File: src/rtl/mux_pkg.sv
// Shared types and helpers for the N:1 arbitrated output register.
package mux_pkg;

  // Output register occupancy
  typedef enum logic {
    EMPTY = 1'b0,
    FULL  = 1'b1
  } state_t;

  // Select width for an n-way choice (at least one bit)
  function automatic int unsigned sel_w(input int unsigned n);
    return (n <= 2) ? 1 : $clog2(n);
  endfunction

endpackage

File: src/rtl/mux_nx1.sv
// Parametric N:1 combinational mux built as a balanced tree of 2:1 stages.
// Leaves beyond N are tied to zero so the tree is always a full power of two.
module mux_nx1 #(
  parameter int unsigned N     = 4,
  parameter int unsigned W     = 32,
  parameter int unsigned SEL_W = 2
) (
  input  logic [N*W-1:0]   in_data,
  input  logic [SEL_W-1:0] sel,
  output logic [W-1:0]     out_data
);

  localparam int unsigned P = 1 << SEL_W;

  genvar gs, gj;
  for (gs = 0; gs <= SEL_W; gs++) begin : g_lvl
    localparam int unsigned CNT = P >> gs;
    logic [CNT-1:0][W-1:0] v;
    for (gj = 0; gj < CNT; gj++) begin : g_ent
      if (gs == 0) begin : g_leaf
        if (gj < N) begin : g_real
          assign v[gj] = in_data[gj*W +: W];
        end else begin : g_pad
          assign v[gj] = '0;
        end
      end else begin : g_mux
        // Level gs folds adjacent pairs using select bit gs-1
        assign v[gj] = sel[gs-1] ? g_lvl[gs-1].v[2*gj+1] : g_lvl[gs-1].v[2*gj];
      end
    end
  end

  assign out_data = g_lvl[SEL_W].v[0];

endmodule

File: src/rtl/mux_arb_nx1.sv
// N-channel arbiter feeding a single registered output word with
// valid/ready handshakes on both sides and 1 word/cycle throughput.
// Optional macro MUX_ARB_RR_EN selects round-robin arbitration;
// otherwise the lowest valid channel index wins.
module mux_arb_nx1
  import mux_pkg::*;
#(
  parameter  int unsigned N     = 4,
  parameter  int unsigned W     = 32,
  localparam int unsigned SEL_W = sel_w(N)
) (
  input  logic             clk,
  input  logic             rst,
  input  logic [N-1:0]     in_valid,
  input  logic [N*W-1:0]   in_data,
  output logic [N-1:0]     in_ready,
  output logic             out_valid,
  output logic [W-1:0]     out_data,
  output logic [SEL_W-1:0] out_chan,
  input  logic             out_ready
);

  state_t             state_q, state_d;
  logic [W-1:0]       data_q, data_d;
  logic [SEL_W-1:0]   chan_q, chan_d;
  logic               can_load;
  logic               grant_any;
  logic [SEL_W-1:0]   grant_idx;
  logic [SEL_W-1:0]   search_base;
  logic [W-1:0]       mux_data;
  int unsigned        idx;

`ifdef MUX_ARB_RR_EN
  logic [SEL_W-1:0]   ptr_q, ptr_d;

  assign search_base = ptr_q;

  // Pointer moves just past the granted channel, holds otherwise
  always_comb begin
    ptr_d = ptr_q;
    if (grant_any) begin
      ptr_d = (32'(grant_idx) == N - 1) ? '0 : grant_idx + SEL_W'(1);
    end
  end

  // Round-robin pointer register
  always_ff @(posedge clk or posedge rst) begin
    if (rst) begin
      ptr_q <= '0;
    end else begin
      ptr_q <= ptr_d;
    end
  end
`else
  assign search_base = '0;
`endif

  assign can_load = (state_q == EMPTY) || out_ready;

  // Pick the first valid channel at or above search_base, wrapping modulo N
  always_comb begin
    grant_any = 1'b0;
    grant_idx = '0;
    idx       = 0;
    for (int unsigned k = 0; k < N; k++) begin
      idx = 32'(search_base) + k;
      if (idx >= N) begin
        idx = idx - N;
      end
      if (!grant_any && can_load && !rst && in_valid[SEL_W'(idx)]) begin
        grant_any = 1'b1;
        grant_idx = SEL_W'(idx);
      end
    end
  end

  // One-hot accept strobe for the granted channel
  always_comb begin
    in_ready = '0;
    if (grant_any) begin
      in_ready[grant_idx] = 1'b1;
    end
  end

  mux_nx1 #(
    .N     (N),
    .W     (W),
    .SEL_W (SEL_W)
  ) u_mux (
    .in_data  (in_data),
    .sel      (grant_idx),
    .out_data (mux_data)
  );

  // Output register next state: load on grant, drain when consumed, else hold
  always_comb begin
    state_d = state_q;
    data_d  = data_q;
    chan_d  = chan_q;
    if (can_load) begin
      if (grant_any) begin
        state_d = FULL;
        data_d  = mux_data;
        chan_d  = grant_idx;
      end else begin
        state_d = EMPTY;
      end
    end
  end

  // Output register; reset discards any held word
  always_ff @(posedge clk or posedge rst) begin
    if (rst) begin
      state_q <= EMPTY;
      data_q  <= '0;
      chan_q  <= '0;
    end else begin
      state_q <= state_d;
      data_q  <= data_d;
      chan_q  <= chan_d;
    end
  end

  assign out_valid = (state_q == FULL);
  assign out_data  = data_q;
  assign out_chan  = chan_q;

endmodule

File: config.mk
export PLATFORM = sky130hd
export DESIGN_NAME = mux_arb_nx1
export DESIGN_NICKNAME = d
export VERILOG_FILES = /design/src/rtl/mux_pkg.sv /design/src/rtl/mux_nx1.sv /design/src/rtl/mux_arb_nx1.sv
export SDC_FILE = /design/constraint.sdc
export NUM_CORES = 1
export LEC_CHECK = 0
export CAP_MARGIN = 10
export CORE_MARGIN = 1.5
export CORE_UTILIZATION = 35
export DETAILED_ROUTE_END_ITERATION = 8
export HOLD_SLACK_MARGIN = 0.02
export PLACE_DENSITY = 0.86
export SYNTH_ARGS = -nofsm -noshare
export SYNTH_HDL_FRONTEND = slang
export SYNTH_SLANG_ARGS = --single-unit
File: constraint.sdc
create_clock -name clk -period 2.74 [get_ports clk]
set_input_delay 0.274 -clock clk [delete_from_list [all_inputs] [get_ports clk]]
set_output_delay 0.274 -clock clk [all_outputs]
set_load 0.03 [all_outputs]
Word-level counts from Yosys, hierarchy flattened
Index checks and enable logic that the tools add are counted.
W data, S select, Z words.

word-level totals
  bits in registers = 35
  bits in latches = 0
  memory bits (writable) = 0
  bits in read-only memories = 0
  bits of input ports = 135
  word-level logic and storage cells = 38
  memories kept = 0

operators by class
  $add $sub $neg = 0
  multiply operators = 0
  divide/modulo/power cells = 0
  magnitude comparators = 2
  equal/unequal tests = 0
  shift operators = 0
  muxes and demuxes = 14
  bitwise logic cells = 1
  reductions and logical operators = 18

operators by type and width
  operator              count
  $mux W32              3
  $logic_and A1 B1 Y1   12
  $mux W1               7
  $logic_not A1 Y1      4
  $mux W2               2
  $mux W4               1
  $lt A2 B3 Y1 const B  1
  $demux W1 S2          1
  $ge A2 B1 Y1 const B  1
  $reduce_and A2 Y1     1
  $logic_or A1 B1 Y1    1
  $not A1 Y1            1

Longest topological paths before layout
  depth after elaboration = 25
  mapped depth = 7
  gate-level depth less buffers = 5

Cells and area by module
A second synthesis with hierarchy kept.

second synthesis, totals
  cell total of the unflattened synthesis = 132
  area, all modules = 2376.0 µm²

modules (own cells, without submodules)
  module       instances  cells each  area each (µm²)  sequential area each (µm²)
  mux_arb_nx1  1          93          1561.5           875.8
  mux_nx1      1          39          814.5            0.0

Worst setup path after synthesis
OpenSTA, ideal clock, no wires.

  path kind = input -> register
  from = input port rst
  to = register data_q[0] (netlist: out_data[0])
  data arrival time = 2.012 ns
  data required time = 2.658 ns
  setup slack = 0.646 ns
  cell stages on the path = 6
  path buffers = 2
  path through = inv_1 > and4_1 > buf_2 > clkbuf_1 > a2bb2oi_1 > a31oi_1

between the ends
  cells in the longest elaborated chain, start to end = 21

ends and longest elaborated chain
  element                            RTL line            source
  from (decl)                        mux_arb_nx1.sv:13   input logic rst,
  $logic_not A1 Y1 (*)               mux_arb_nx1.sv:70   if (!grant_any && can_load && !rst && in_valid[SEL_W'(idx)]) begin
  $logic_and A1 B1 Y1 (2 in series)  mux_arb_nx1.sv:70
  $mux W1                            mux_arb_nx1.sv:70
  $logic_not A1 Y1                   mux_arb_nx1.sv:70
  $logic_and A1 B1 Y1 (3 in series)  mux_arb_nx1.sv:70
  $mux W1                            mux_arb_nx1.sv:70
  $logic_not A1 Y1                   mux_arb_nx1.sv:70
  $logic_and A1 B1 Y1 (3 in series)  mux_arb_nx1.sv:70
  $mux W1                            mux_arb_nx1.sv:70
  $logic_not A1 Y1                   mux_arb_nx1.sv:70
  $logic_and A1 B1 Y1 (3 in series)  mux_arb_nx1.sv:70
  $mux W2                            mux_arb_nx1.sv:70
  $mux W32 (2 in series)             mux_nx1.sv:28       assign v[gj] = sel[gs-1] ? g_lvl[gs-1].v[2*gj+1] : g_lvl[gs-1].v[2*gj];
  to (signal assigned)               mux_arb_nx1.sv:119  data_q <= data_d;
  to (decl)                          mux_arb_nx1.sv:24   logic [W-1:0] data_q, data_d;

Mark *: on every way between the ends. The rest lies on a longest branch, timed or not.
A chain may end at the register's enable or synchronous reset.

Worst setup path after layout
  from = input port in_valid[2]
  to = output port in_ready[3]

between the ends
  cells in the longest elaborated chain, start to end = 12

ends and longest elaborated chain
  element                                                             RTL line           source
  from (decl)                                                         mux_arb_nx1.sv:14  input logic [N-1:0] in_valid,
  $logic_and A1 B1 Y1 (*)                                             mux_arb_nx1.sv:70
  $mux W1                                                             mux_arb_nx1.sv:70
  $logic_not A1 Y1                                                    mux_arb_nx1.sv:70
  $logic_and A1 B1 Y1 (3 in series)                                   mux_arb_nx1.sv:70
  $mux W2                                                             mux_arb_nx1.sv:70
  $lt A2 B3 Y1 (not written as such) or $ge A2 B1 Y1 (tied branches)  mux_arb_nx1.sv:81  in_ready[grant_idx] = 1'b1;
  $logic_and A1 B1 Y1 (not written as such)                           mux_arb_nx1.sv:81
  $mux W1 (not written as such)                                       mux_arb_nx1.sv:81
  $demux W1 S2                                                        mux_arb_nx1.sv:81
  $mux W4 (*)                                                         mux_arb_nx1.sv:80  if (grant_any) begin
  to (decl)                                                           mux_arb_nx1.sv:16  output logic [N-1:0] in_ready,

Marked as above.

==> flow_summary_export.csv <==
group,metric,value,unit
finish,final_util,68.0,%
timing,worst_hold_slack,0.408,ns
finish,drive_above_1_share,5.78,%
grt,antenna_found_initial,0,
timing,hold_viol_final,0,
critical_path,r2r_end,"out_data[14]",
routing,postRouteAntennaNets,0,
cts,cts_tree,"yes",
cts,clk_pin_slew_worst_paths,0.07,ns
placement,post-place-ws,0.451,ns
cts,clock-root-buffer,"clkbuf_8",
routing,drtIter0Drc,107,
timing,relSlewSlack,48.1,%
cts,ctsHtreeMaxLevel,2,
finish,area_growth,89.6,%
routing,viasPerCell,5.30,
timing,fmax,0.465,GHz
grt,grt_pass1_vias,2593,
cts,numClockSinks,35,
die,core-area,5890,um2
yosys,synth_area,2110,um2
power,ir_worst_vdd,0.245,mV
placement,dp_cells,482,
critical_path,path_class,"input pin to output port",
die,boundaryPins,174,
yosys,syn-num-nets,384,
finish,final_cells,490,
worst_hold_path,hold_path.class,"input pin to async pin",
cts,clockBufferDepth,2,
cts,cts_buffers,5,
timing,worst_slack,0.588,ns
die,die-area,6510,um2
grt,grt_max_degree,50,
critical_path,cp_cell_sequence,"clkdlybuf4s50_1 -> buf_4 -> nor2b_1 -> and3_1 -> buf_4",
timing,finalMaxSlewViolations,0,
placement,gp_congestion,0.835,
critical_path,cpMostUsedCell,"buf_4",
grt,grt_use_total,23.3,%
critical_path,critPathLaunchType,"input pin",
finish,register_area,876,um2
critical_path,cp-end-kind,"output port",
timing,layout_min_cycle_time,2.15,ns
placement,io_buffer_count,173,
yosys,yosysUniqueCellTypes,27,
critical_path,cp.arrival,1.88,ns
yosys,synth_warnings,0,
routing,wl,7630,um
routing,drt-pass1-iter-count,4,
timing,finalCritPeriodShare,78.5,%
run_status,status,"complete, no violations",
die,die_h,80.7,um
yosys,yosysSeqAreaShare,41.5,%
die,rows,28,
critical_path,worstPathMaxFanout,11,
die,fp.dieW,80.7,um
finish,fin_nets,549,
timing,skew,0.00495,ns
power,p_per_area,475,nW/um2
critical_path,slowest_delay,0.52,ns
timing,rsz0062_at_grt,"false",
critical_path,rrSetupSlack,1.08,ns
critical_path,cp.required,2.47,ns
routing,drt-wirelength-per-cell,15.6,um
routing,drc_errors,0,
finish,nFillCells,478,
critical_path,r2r_cells,5,
critical_path,r2r-start,"out_valid",
finish,multi_input_comb_area,1120,um2
power,leakagePower,0.00160,uW
flow_run,cap_violations,0,
die,start_util,35.9,%
timing,setup_viol,0,
yosys,synthCells,249,
timing,worst_pin_slew,0.779,ns
finish,antennaDiodeCount,0,
routing,num_vias,2595,
cts,post-cts-setup-buffer-count,0,
yosys,syn_area_per_cell,8.48,um2
timing,setup_tns,0,ns
critical_path,worst_path_max_delay_cell,"nor2b_1",
yosys,synth.top_cell.area_share,41.5,%
yosys,yosys.area.top_type,"dfrtp_1",
yosys,synth_area_leaders,"dfrtp_1, a22oi_1, a2bb2oi_1",
cts,clk_latency,0.28,ns
yosys,synth_seq_cells,35,
placement,hpwl,5960,um
grt,overflow,0,
cts,holdBufCountCts,0,
cts,ctsResizeCount,0,
grt,grt_pass1_wl,11800,um
## through the flow
stage / power [uW] / instance area, um2
CTS: 1920 / 4010
floorplan: 1070 / 2110
global placement: 1490 / 3910
detailed placement: 1510 / 3910
finish: 1900 / 4010
global route: 2000 / 4010
## sequential cells by signal, indices dropped and copies added (netlist names)
signal,cells
out_valid,1
out_data,32
out_chan,2
## final cells by class
| cell class | instances | share of cell area, % |
|---|---|---|
| Timing Repair Buffer | 183 | 45.1 |
| Multi-Input combinational cell | 187 | 28.0 |
| Sequential cell | 35 | 21.9 |
| Clock buffer | 8 | 2.50 |
| Tap cell | 75 | 2.34 |
| Inverter | 2 | 0.187 |
## worst max path at each step
stage	from	endpoint	slack, ns	cells after the start
floorplan	rst	out_data[0]	0.65	6
global placement	in_valid[1]	out_data[13]	0.53	5
detailed placement	in_valid[1]	out_data[30]	0.45	5
CTS	in_valid[1]	in_ready[2]	0.59	6
global route	in_valid[1]	in_ready[2]	0.49	6
finish	in_valid[2]	in_ready[3]	0.59	5
## logic make-up after synthesis
| kind of cell | share of synthesized area (%) |
|---|---|
| compound gates | 35.0 |
| flops | 41.5 |
| simple gates | 17.7 |
| buf+inv | 5.81 |
## layer usage
metal	share of wire (%)	GRT usage (%)
met2	50	41.7
met5	0	0
met4	2.4	8.62
met3	7.5	5.00
met1	40	27.2
## critical path: cells and delay by family
kind,cells,cell delay [ns]
buffers and inverters,3,0.83
and+or+nand+nor,2,0.77
## synthesized netlist by cell type
cell type	number
o21ai_0	7
buf_1	3
a221oi_1	1
a31oi_1	24
a221o_1	7
or4_1	1
and3_1	2
inv_1	2
nand3_1	1
nor3b_2	1
a21oi_1	1
a2bb2oi_1	24
nor2b_1	3
buf_2	5
nand2b_1	1
nand2_1	42
a22o_1	1
o221a_2	1
dfrtp_1	35
nor2_1	35
and4_1	1
clkbuf_1	15
o31ai_1	1
nor3_1	1
a22oi_1	31
buf_6	2
nor4b_1	1
## cells in the final DEF, fill, tap and decap left out, types with 2 or more instances in the layout
master	count
nor2_1	35
clkbuf_8	7
o21ai_0	7
a2bb2oi_1	24
inv_1	2
dfrtp_1	35
a22oi_1	31
clkdlybuf4s50_1	169
buf_4	12
nor2b_1	3
a31oi_1	24
a221o_1	7
nand2_1	42
## power by group
part	internal (uW)	switching, uW
sequential	607	49.5
clock	229	178
combinational	435	404
total	1270	632
No activity file was read; power rests on OpenSTA's default activity.
